===== src/rtl/hdmi_timing_generator.sv =====
// Runtime-programmable HDMI timing generator: pixel counters, sync pulses and
// per-pixel HDMI period classification. Timing lives in shadow registers that
// are only swapped on the last pixel of a frame, so a new format starts cleanly.
module hdmi_timing_generator #(
    parameter int BIT_WIDTH   = 12,
    parameter int BIT_HEIGHT  = 11,
    parameter int MAX_PACKETS = 18,
    parameter bit DVI_OUTPUT  = 1'b0
) (
    input  logic                  clk_pixel,
    input  logic                  reset,
    input  logic [BIT_WIDTH-1:0]  cfg_frame_width,
    input  logic [BIT_HEIGHT-1:0] cfg_frame_height,
    input  logic [BIT_WIDTH-1:0]  cfg_screen_width,
    input  logic [BIT_HEIGHT-1:0] cfg_screen_height,
    input  logic [BIT_WIDTH-1:0]  cfg_hsync_start,
    input  logic [BIT_WIDTH-1:0]  cfg_hsync_len,
    input  logic [BIT_HEIGHT-1:0] cfg_vsync_start,
    input  logic [BIT_HEIGHT-1:0] cfg_vsync_len,
    input  logic                  cfg_hsync_pol,
    input  logic                  cfg_vsync_pol,
    input  logic                  cfg_update,
    output logic                  cfg_pending,
    output logic                  cfg_error,
    output logic [BIT_WIDTH-1:0]  cx,
    output logic [BIT_HEIGHT-1:0] cy,
    output logic                  hsync,
    output logic                  vsync,
    output logic [2:0]            mode,
    output logic                  video_preamble,
    output logic                  data_island_preamble,
    output logic [4:0]            num_packets,
    output logic                  frame_start
);

    // One extra bit so window edges such as ssx+32N+2 never wrap.
    localparam int WX = BIT_WIDTH + 1;
    localparam int WY = BIT_HEIGHT + 1;

    localparam logic [2:0] MODE_CTRL   = 3'd0;
    localparam logic [2:0] MODE_VIDEO  = 3'd1;
    localparam logic [2:0] MODE_VGUARD = 3'd2;
    localparam logic [2:0] MODE_ISLAND = 3'd3;
    localparam logic [2:0] MODE_IGUARD = 3'd4;

    // Packets per data island line: min(MAX_PACKETS, (screen_width-2)/32).
    function automatic logic [4:0] calc_packets(input logic [BIT_WIDTH-1:0] sw);
        logic [BIT_WIDTH-1:0] q;
        q = (sw - BIT_WIDTH'(2)) >> 5;
        if (DVI_OUTPUT || (sw < BIT_WIDTH'(2))) return 5'd0;
        if (q > BIT_WIDTH'(MAX_PACKETS)) return 5'(MAX_PACKETS);
        return q[4:0];
    endfunction

    logic [BIT_WIDTH-1:0]  r_fw, r_sw, r_hs, r_hl;
    logic [BIT_HEIGHT-1:0] r_fh, r_sh, r_vs, r_vl;
    logic                  r_hp, r_vp;
    logic [4:0]            r_num;
    logic                  r_pending, r_error;
    logic [BIT_WIDTH-1:0]  r_cx;
    logic [BIT_HEIGHT-1:0] r_cy;
    logic [2:0]            r_mode;
    logic                  r_vpre, r_dpre, r_hsync, r_vsync, r_fs;

    logic                  w_last_x, w_last_y, w_load, w_cfg_valid;
    logic [WX-1:0]         w_cx, w_ssx, w_di_end, w_hs_end;
    logic [BIT_HEIGHT-1:0] w_ssy;
    logic [WY-1:0]         w_vs_end;
    logic                  w_island, w_packets;
    logic                  w_lead_guard, w_trail_guard, w_pre_win;
    logic                  w_hs_act, w_vs_act, w_vpre, w_dpre;
    logic [2:0]            w_mode;

    assign w_last_x = (r_cx == r_fw - BIT_WIDTH'(1));
    assign w_last_y = (r_cy == r_fh - BIT_HEIGHT'(1));
    assign w_load   = w_last_x && w_last_y && (r_pending || cfg_update);

    // A format needs at least 10 blanking pixels (preamble + guard) and one blanking line.
    assign w_cfg_valid = (cfg_frame_width != '0) && (cfg_frame_height != '0)
                      && (({1'b0, cfg_screen_width} + WX'(10)) <= {1'b0, cfg_frame_width})
                      && (cfg_screen_height < cfg_frame_height);

    assign w_cx      = {1'b0, r_cx};
    assign w_ssx     = {1'b0, r_fw} - {1'b0, r_sw};
    assign w_ssy     = r_fh - r_sh;
    assign w_di_end  = w_ssx + WX'({r_num, 5'd0});
    assign w_hs_end  = {1'b0, r_hs} + {1'b0, r_hl};
    assign w_vs_end  = {1'b0, r_vs} + {1'b0, r_vl};
    assign w_island  = (r_cy < w_ssy);
    assign w_packets = (r_num != 5'd0);

    assign w_lead_guard  = ((w_cx + WX'(2)) >= w_ssx) && (w_cx < w_ssx);
    assign w_trail_guard = (w_cx >= w_di_end) && (w_cx < (w_di_end + WX'(2)));
    assign w_pre_win     = ((w_cx + WX'(10)) >= w_ssx) && ((w_cx + WX'(2)) < w_ssx);
    assign w_hs_act      = (w_cx >= {1'b0, r_hs}) && (w_cx < w_hs_end);
    assign w_vs_act      = ({1'b0, r_cy} >= {1'b0, r_vs}) && ({1'b0, r_cy} < w_vs_end);

    assign w_vpre = !DVI_OUTPUT && !w_island && w_pre_win;
    assign w_dpre = !DVI_OUTPUT && w_island && w_packets && w_pre_win;

    // Period classification of the current pixel, highest priority first.
    always_comb begin
        w_mode = MODE_CTRL;
        if (w_island) begin
            if (w_packets && (w_lead_guard || w_trail_guard))
                w_mode = MODE_IGUARD;
            else if ((w_cx >= w_ssx) && (w_cx < w_di_end))
                w_mode = MODE_ISLAND;
        end else begin
            if (!DVI_OUTPUT && w_lead_guard)
                w_mode = MODE_VGUARD;
            else if (w_cx >= w_ssx)
                w_mode = MODE_VIDEO;
        end
    end

    // Shadow timing registers and the pending/error handshake.
    always_ff @(posedge clk_pixel) begin
        if (reset) begin
            r_fw      <= cfg_frame_width;
            r_fh      <= cfg_frame_height;
            r_sw      <= cfg_screen_width;
            r_sh      <= cfg_screen_height;
            r_hs      <= cfg_hsync_start;
            r_hl      <= cfg_hsync_len;
            r_vs      <= cfg_vsync_start;
            r_vl      <= cfg_vsync_len;
            r_hp      <= cfg_hsync_pol;
            r_vp      <= cfg_vsync_pol;
            r_num     <= calc_packets(cfg_screen_width);
            r_pending <= 1'b0;
            r_error   <= 1'b0;
        end else if (w_load) begin
            r_pending <= 1'b0;
            if (w_cfg_valid) begin
                r_fw    <= cfg_frame_width;
                r_fh    <= cfg_frame_height;
                r_sw    <= cfg_screen_width;
                r_sh    <= cfg_screen_height;
                r_hs    <= cfg_hsync_start;
                r_hl    <= cfg_hsync_len;
                r_vs    <= cfg_vsync_start;
                r_vl    <= cfg_vsync_len;
                r_hp    <= cfg_hsync_pol;
                r_vp    <= cfg_vsync_pol;
                r_num   <= calc_packets(cfg_screen_width);
                r_error <= 1'b0;
            end else begin
                r_error <= 1'b1;
            end
        end else if (cfg_update) begin
            r_pending <= 1'b1;
        end
    end

    // Pixel position counters.
    always_ff @(posedge clk_pixel) begin
        if (reset) begin
            r_cx <= '0;
            r_cy <= '0;
        end else if (w_last_x) begin
            r_cx <= '0;
            r_cy <= w_last_y ? '0 : r_cy + BIT_HEIGHT'(1);
        end else begin
            r_cx <= r_cx + BIT_WIDTH'(1);
        end
    end

    // Registered classification, sync and frame marker, one cycle behind cx/cy.
    always_ff @(posedge clk_pixel) begin
        if (reset) begin
            r_mode  <= MODE_CTRL;
            r_vpre  <= 1'b0;
            r_dpre  <= 1'b0;
            r_fs    <= 1'b0;
            r_hsync <= ~cfg_hsync_pol;
            r_vsync <= ~cfg_vsync_pol;
        end else begin
            r_mode  <= w_mode;
            r_vpre  <= w_vpre;
            r_dpre  <= w_dpre;
            r_fs    <= (r_cx == '0) && (r_cy == '0);
            r_hsync <= w_hs_act ? r_hp : ~r_hp;
            r_vsync <= w_vs_act ? r_vp : ~r_vp;
        end
    end

    assign cfg_pending          = r_pending;
    assign cfg_error            = r_error;
    assign cx                   = r_cx;
    assign cy                   = r_cy;
    assign hsync                = r_hsync;
    assign vsync                = r_vsync;
    assign mode                 = r_mode;
    assign video_preamble       = r_vpre;
    assign data_island_preamble = r_dpre;
    assign num_packets          = r_num;
    assign frame_start          = r_fs;

endmodule


===== config.mk =====
export PLATFORM = sky130hd
export DESIGN_NAME = hdmi_timing_generator
export DESIGN_NICKNAME = d
export VERILOG_FILES = /design/src/rtl/hdmi_timing_generator.sv
export SDC_FILE = /design/constraint.sdc
export NUM_CORES = 1
export LEC_CHECK = 0
export CAP_MARGIN = 10
export CORE_ASPECT_RATIO = 1.5
export CORE_MARGIN = 10
export CORE_UTILIZATION = 59
export CTS_BUF_LIST = sky130_fd_sc_hd__clkbuf_2 sky130_fd_sc_hd__clkbuf_4 sky130_fd_sc_hd__clkbuf_8
export DETAILED_ROUTE_END_ITERATION = 7
export HOLD_SLACK_MARGIN = 0.06
export PLACE_DENSITY = 0.9
export SYNTH_ARGS = -nofsm -noshare
export SYNTH_HDL_FRONTEND = slang
export SYNTH_SLANG_ARGS = --single-unit
export TNS_END_PERCENT = 50

===== constraint.sdc =====
create_clock -name clk_pixel -period 5.91 [get_ports clk_pixel]
set_clock_uncertainty 0.2 [all_clocks]
set_input_delay 0.591 -clock clk_pixel [delete_from_list [all_inputs] [get_ports clk_pixel]]
set_output_delay 0.591 -clock clk_pixel [all_outputs]
set_load 0.005 [all_outputs]

## Yosys cells after proc, flatten, opt, wreduce, memory -nomap -nowiden

Index checks and enable logic that the tools add are counted.

| word-level totals | value |
|---|---|
| word-level logic and storage cells | 149 |
| input bits | 97 |
| output and inout port bits | 38 |
| register bits | 132 |

| operators by class | value |
|---|---|
| reduce and logical (&&, ||, !) cells | 29 |
| bitwise logic cells | 4 |
| equal/unequal tests | 2 |
| multiplexer cells | 62 |
| $lt $le $gt $ge | 17 |
| add/sub/neg operators | 14 |

Operator list:

| cell | count |
|---|---|
| two-way mux 12 bit | 12 |
| two-way mux 11 bit | 13 |
| less-than comparator 12 x 13 -> 1 bit | 4 |
| two-way mux 5 bit | 9 |
| adder 12 x 4 -> 13 bit (second input constant) | 2 |
| greater-or-equal comparator 12 x 13 -> 1 bit | 2 |
| greater-or-equal comparator 13 bit | 2 |
| two-way mux 1 bit | 24 |
| less-than comparator 11 bit | 2 |
| logical AND 1 bit | 16 |
| adder 12 x 12 -> 13 bit | 1 |
| adder 12 x 2 -> 13 bit (second input constant) | 1 |
| adder 13 x 10 -> 13 bit | 1 |
| adder 13 x 2 -> 13 bit (second input constant) | 1 |
| less-or-equal comparator 13 x 12 -> 1 bit | 1 |
| less-than comparator 13 bit | 1 |
| subtractor 12 x 12 -> 13 bit | 1 |
| adder 11 x 11 -> 12 bit | 1 |
| adder 12 x 1 -> 12 bit (second input constant) | 1 |
| equality test 12 bit | 1 |
| greater-or-equal comparator 12 bit | 1 |
| zero test 12 bit | 1 |
| less-than comparator 11 x 12 -> 1 bit | 1 |
| less-than comparator 12 x 2 -> 1 bit (second input constant) | 1 |
| other kinds (20) | 28 |

## Logic depth before layout (Yosys ltp)

| logic depth | value |
|---|---|
| depth after elaboration | 16 |
| mapped depth | 25 |
| mapped depth without buffers | 25 |

## Worst setup path before layout

Ideal clock, no wire load.

| timing | value |
|---|---|
| kind | reg-to-reg |
| from | register r_fw[2] |
| to | register r_mode[1], in the netlist mode[1] |
| buffers on the path | 0 |
| stages on the path, launching flop included | 24 |
| data required time | 5.609 ns |
| arrival | 4.513 ns |
| library setup time | 0.101 ns |
| clock period less this slack | 4.814 ns |
| slack | 1.096 ns |
| cell sequence | edfxtp_1 > ha_1 > nor2b_1 > o31a_1 > o21ai_0 > nand2b_1 > a21o_1 > a21o_2 > xor2_1 > ha_1 > nand2_1 > o21ai_0 > a211oi_1 > a31oi_1 > nand2_1 > xor2_1 > ha_1 > o21a_1 > o21ai_0 > a31oi_1 > o21bai_1 > a211oi_1 > nor3_2 > o41ai_1 |

| between the ends | value |
|---|---|
| word-level cells in the longest chain between the ends | 9 |
| elaborated cells on any way between the ends | 18 |
| those cells by class | 3 x add/sub; 6 x order compare; 4 x mux; 5 x reduce/logical |

Ends and longest elaborated chain:

| element | RTL line | source |
|---|---|---|
| start: declaration | 55 | `logic [BIT_WIDTH-1:0] r_fw, r_sw, r_hs, r_hl;` |
| start signal: assignment | 120 | `r_fw <= cfg_frame_width;` |
| start signal: assignment | 136 | `r_fw <= cfg_frame_width;` |
| subtractor 12 x 12 -> 13 bit (*) | 84 | `assign w_ssx = {1'b0, r_fw} - {1'b0, r_sw};` |
| adder 13 x 10 -> 13 bit | 86 | `assign w_di_end = w_ssx + WX'({r_num, 5'd0});` |
| adder 13 x 2 -> 13 bit | 93 | `assign w_trail_guard = (w_cx >= w_di_end) && (w_cx < (w_di_end + WX'(2)));` |
| less-than comparator 12 x 13 -> 1 bit | 93 |  |
| logical AND 1 bit | 93 |  |
| logical OR 1 bit | 105 | `if (w_packets && (w_lead_guard \|\| w_trail_guard))` |
| logical AND 1 bit | 105 |  |
| two-way mux 3 bit | 105 |  |
| two-way mux 3 bit (*) | 104 | `if (w_island) begin` |
| end signal: assignment | 179 | `r_mode <= w_mode;` |
| end: declaration | 62 | `logic [2:0] r_mode;` |

Mark *: on every way between the ends. The rest lies on a longest branch, timed or not.
A chain may end at the register's enable or synchronous reset.

## Worst setup path after layout

Same ends and word-level chain as after synthesis.

==> out/qor.json <==
{
  "synth_enable_flop_cells": {"value": 99},
  "worst_hold_check_path_type": {"value": "register to register"},
  "worst_setup_path_end_kind": {"value": "register"},
  "setup_total_negative_slack": {"value": 0, "unit": "ns"},
  "reg2reg_slack": {"value": 0.65, "unit": "ns"},
  "core_area": {"value": 19100, "unit": "um2"},
  "max_slew.worst_pin.slew": {"value": 0.886, "unit": "ns"},
  "hpwl": {"value": 22900, "unit": "um"},
  "track_usage": {"value": 0.223},
  "rsz0062_at_grt": {"value": "no"},
  "initialDrtViolationCount": {"value": 606},
  "critPathKind": {"value": "register to register"},
  "cts_max_level": {"value": 4},
  "leakagePower": {"value": 5.90, "unit": "nW"},
  "postSynthAreaPerCell": {"value": 9.45, "unit": "um2"},
  "syn_inst": {"value": 1202},
  "ys.warnings.count": {"value": 0},
  "final.period_utilization": {"value": 0.890},
  "die_height": {"value": 190, "unit": "um"},
  "synth_seq_area_share": {"value": 0.320},
  "place.gp.congestion": {"value": 0.911},
  "power_density": {"value": 218, "unit": "nW/um2"},
  "worst_r2r_startpoint": {"value": "r_fw[2]"},
  "maxCapViolations": {"value": 0},
  "synth-main-ff-cell": {"value": "sky130_fd_sc_hd__edfxtp_1"},
  "worstPathArrival": {"value": 5.43, "unit": "ns"},
  "vias": {"value": 9558},
  "starting_density": {"value": 0.595},
  "grt_max_degree": {"value": 63},
  "timing.final.setup_violations": {"value": 0},
  "synth_nets": {"value": 1492},
  "final.min_clock_period": {"value": 5.26, "unit": "ns"},
  "first_global_vias": {"value": 9871},
  "area.growth.synth_to_final": {"value": 17.6, "unit": "%"},
  "final_layout_size_suffix_gt1_frac": {"value": 0.0496},
  "path_max_fanout": {"value": 8},
  "outcome": {"value": "complete, no violations"},
  "critPathLaunch": {"value": "r_fw[2]"},
  "final_total_pwr": {"value": 2.92, "unit": "mW"},
  "grt_first_pass_wirelength": {"value": 45900, "unit": "um"},
  "vias_per_cell": {"value": 5.95},
  "drt_first_pass_iters": {"value": 6},
  "routed_wirelength": {"value": 28700, "unit": "um"},
  "finalHoldViolCount": {"value": 0},
  "yosys_register_bits": {"value": 132},
  "clkLatencyLatePin": {"value": 0.48, "unit": "ns"},
  "antenna-diode-count": {"value": 0},
  "min_from": {"value": "cfg_error"},
  "die-width": {"value": 133, "unit": "um"},
  "post_synth_num_cell_types": {"value": 84},
  "clock-sinks": {"value": 132},
  "io_buffers": {"value": 134},
  "slew_viol_final": {"value": 0},
  "cts_repair_resize_count": {"value": 0},
  "maxClockFrequency": {"value": 190, "unit": "MHz"},
  "mappedNetlistArea": {"value": 11400, "unit": "um2"},
  "total_cts_buffers": {"value": 17},
  "cts_hold_bufs": {"value": 0},
  "post-route-drc-count": {"value": 0},
  "timing.hold.ws": {"value": 0.280, "unit": "ns"},
  "fp-row-count": {"value": 62},
  "clk_root_buffer_cell": {"value": "sky130_fd_sc_hd__clkbuf_8"},
  "clockBufferDepth": {"value": 2},
  "timing.slew.headroom": {"value": 0.409},
  "grt_antenna_before_repair": {"value": 0},
  "async_flop_share": {"value": 0},
  "clk_pin_slew": {"value": 0.08, "unit": "ns"},
  "critPathLaunchType": {"value": "register"},
  "grt_overflow_total": {"value": 0},
  "design.die.area": {"value": 25300, "unit": "um2"},
  "ant_nets": {"value": 0},
  "cts_tree": {"value": "done"},
  "worst-endpoint-required": {"value": 6.08, "unit": "ns"},
  "finalNetCount": {"value": 1628},
  "cts_setup_buffers": {"value": 0},
  "ir_worst_vdd": {"value": 170, "unit": "uV"},
  "io_pins": {"value": 135},
  "route.detailed.wl_per_inst": {"value": 17.8, "unit": "um"}
}
## cell usage in the layout, fill, tap and decap left out, drive strengths merged, types with 12 or more instances in the layout
master,netlist,layout
xnor2,71,71
nand3,35,35
a21o,36,36
xor2,54,54
clkbuf,18,23
and3,19,19
ha,188,188
o211ai,12,12
nand2b,18,18
inv,124,128
nor4,15,15
a211oi,12,12
edfxtp,99,99
a21oi,61,61
o21ai,54,54
nor3,25,25
nor2b,17,17
nand4,21,21
o21a,18,18
clkdlybuf4s50,0,134
nand2,48,48
nor2,97,97
dfxtp,33,33
## metrics by stage
step | instance area, um2 | cells | setup slack (ns) | util
final | 13400 | 1607 | 0.653 | 0.700
after global routing | 13400 | 1607 | 0.239 | 0.700
after CTS | 13400 | 1607 | 0.640 | 0.700
after detailed placement | 13000 | 1575 | 0.642 | 0.681
after global placement | 13000 | 1575 | 0.712 | 0.681
after floorplan | 11400 | 1202 | 1.10 | -
## final timing paths
kind,depth (start not counted),end
worst max-delay path,23,mode[1]
worst min-delay path,2,cfg_error
worst max register to register,23,mode[1]
worst min register to register,2,cfg_error
## cell usage after synthesis, drive strengths merged, types with 3 or more instances
master | n | share of area
or3 | 8 | 0.0048
a211o | 4 | 0.0031
nand2b | 18 | 0.0099
dfxtp | 33 | 0.058
a2111oi | 5 | 0.0039
buf | 7 | 0.0036
a31oi | 9 | 0.0050
nor2b | 17 | 0.0094
o41ai | 3 | 0.0030
nand3 | 35 | 0.015
nor3 | 25 | 0.012
nand2 | 48 | 0.016
nor2 | 97 | 0.032
o211ai | 12 | 0.0079
a21oi | 61 | 0.029
o2111ai | 3 | 0.0023
clkbuf | 18 | 0.0059
nand4 | 21 | 0.012
fa | 5 | 0.0088
a211oi | 12 | 0.0095
o21a | 18 | 0.012
nor3b | 3 | 0.0029
a311oi | 3 | 0.0039
o21ai | 54 | 0.024
and3 | 19 | 0.011
nor4b | 5 | 0.0052
and2 | 7 | 0.0039
a21o | 36 | 0.024
mux2i | 6 | 0.0053
a221oi | 3 | 0.0023
or2 | 7 | 0.0039
and4 | 3 | 0.0023
xor2 | 54 | 0.042
inv | 124 | 0.041
a21boi | 3 | 0.0023
nor4 | 15 | 0.0083
edfxtp | 99 | 0.26
ha | 188 | 0.21
xnor2 | 71 | 0.055
o21bai | 10 | 0.0066
## cell families (layout without fill, tap and decap cells)
kind of cell,Yosys count,after routing,synth area share
AO/OA/AOI/OAI,259,259,0.156
XOR/XNOR,125,125,0.0963
adder cells (fa/ha/maj),193,193,0.216
buffers and inverters,149,298,0.0505
flip-flops,132,132,0.320
multiplexers,8,8,0.00727
AND/OR/NAND/NOR,336,336,0.154
## layout make-up
| cell class | count | area [um2] |
|---|---|---|
| Sequential cell | 132 | 3630 |
| Tap cell | 256 | 320 |
| Clock inverter | 9 | 77.6 |
| Timing Repair Buffer | 142 | 1410 |
| Inverter | 124 | 465 |
| Multi-Input combinational cell | 921 | 7160 |
| Fill cell | 1452 | 5720 |
| Clock buffer | 23 | 285 |
## critical path: stages (launching register included)
cell and delay (ns):
sky130_fd_sc_hd__edfxtp_1 0.50, sky130_fd_sc_hd__ha_1 0.39, sky130_fd_sc_hd__nor2b_1 0.16, sky130_fd_sc_hd__o31a_1 0.30
sky130_fd_sc_hd__o21ai_0 0.17, sky130_fd_sc_hd__nand2b_1 0.10, sky130_fd_sc_hd__a21o_1 0.18, sky130_fd_sc_hd__a21o_2 0.21
sky130_fd_sc_hd__xor2_1 0.15, sky130_fd_sc_hd__ha_1 0.34, sky130_fd_sc_hd__nand2_1 0.06, sky130_fd_sc_hd__o21ai_0 0.38
sky130_fd_sc_hd__a211oi_1 0.10, sky130_fd_sc_hd__a31oi_1 0.27, sky130_fd_sc_hd__nand2_1 0.14, sky130_fd_sc_hd__xor2_1 0.19
sky130_fd_sc_hd__ha_1 0.29, sky130_fd_sc_hd__o21a_1 0.11, sky130_fd_sc_hd__o21ai_0 0.06, sky130_fd_sc_hd__a31oi_1 0.16
sky130_fd_sc_hd__o21bai_1 0.08, sky130_fd_sc_hd__a211oi_1 0.22, sky130_fd_sc_hd__nor3_2 0.10, sky130_fd_sc_hd__o41ai_1 0.32
## where the power goes
| group | total (mW) | internal (mW) | switching (mW) |
|---|---|---|---|
| Clock | 0.726 | 0.365 | 0.361 |
| Combinational | 1.08 | 0.489 | 0.589 |
| Sequential | 1.11 | 1.06 | 0.0501 |
## per-layer routing
layer  GRT usage  vias up  routed length, um
li1            -     4626                  -
met1       0.215     4500              10400
met2       0.411      320              15200
met3      0.0512      112               1510
met4       0.150        0               1560
met5           0        -                  0
## sequential cells by signal (all words and copies together), names as in the netlist
register,flops
r_hs,12
vsync,1
mode,3
r_fw,12
cfg_error,1
r_sw,12
r_hp,1
cfg_pending,1
r_vs,11
num_packets,5
r_sh,11
hsync,1
r_fh,11
frame_start,1
cx,12
r_vp,1
video_preamble,1
data_island_preamble,1
cy,11
r_hl,12
r_vl,11
Power figures use the tool's default switching activity.
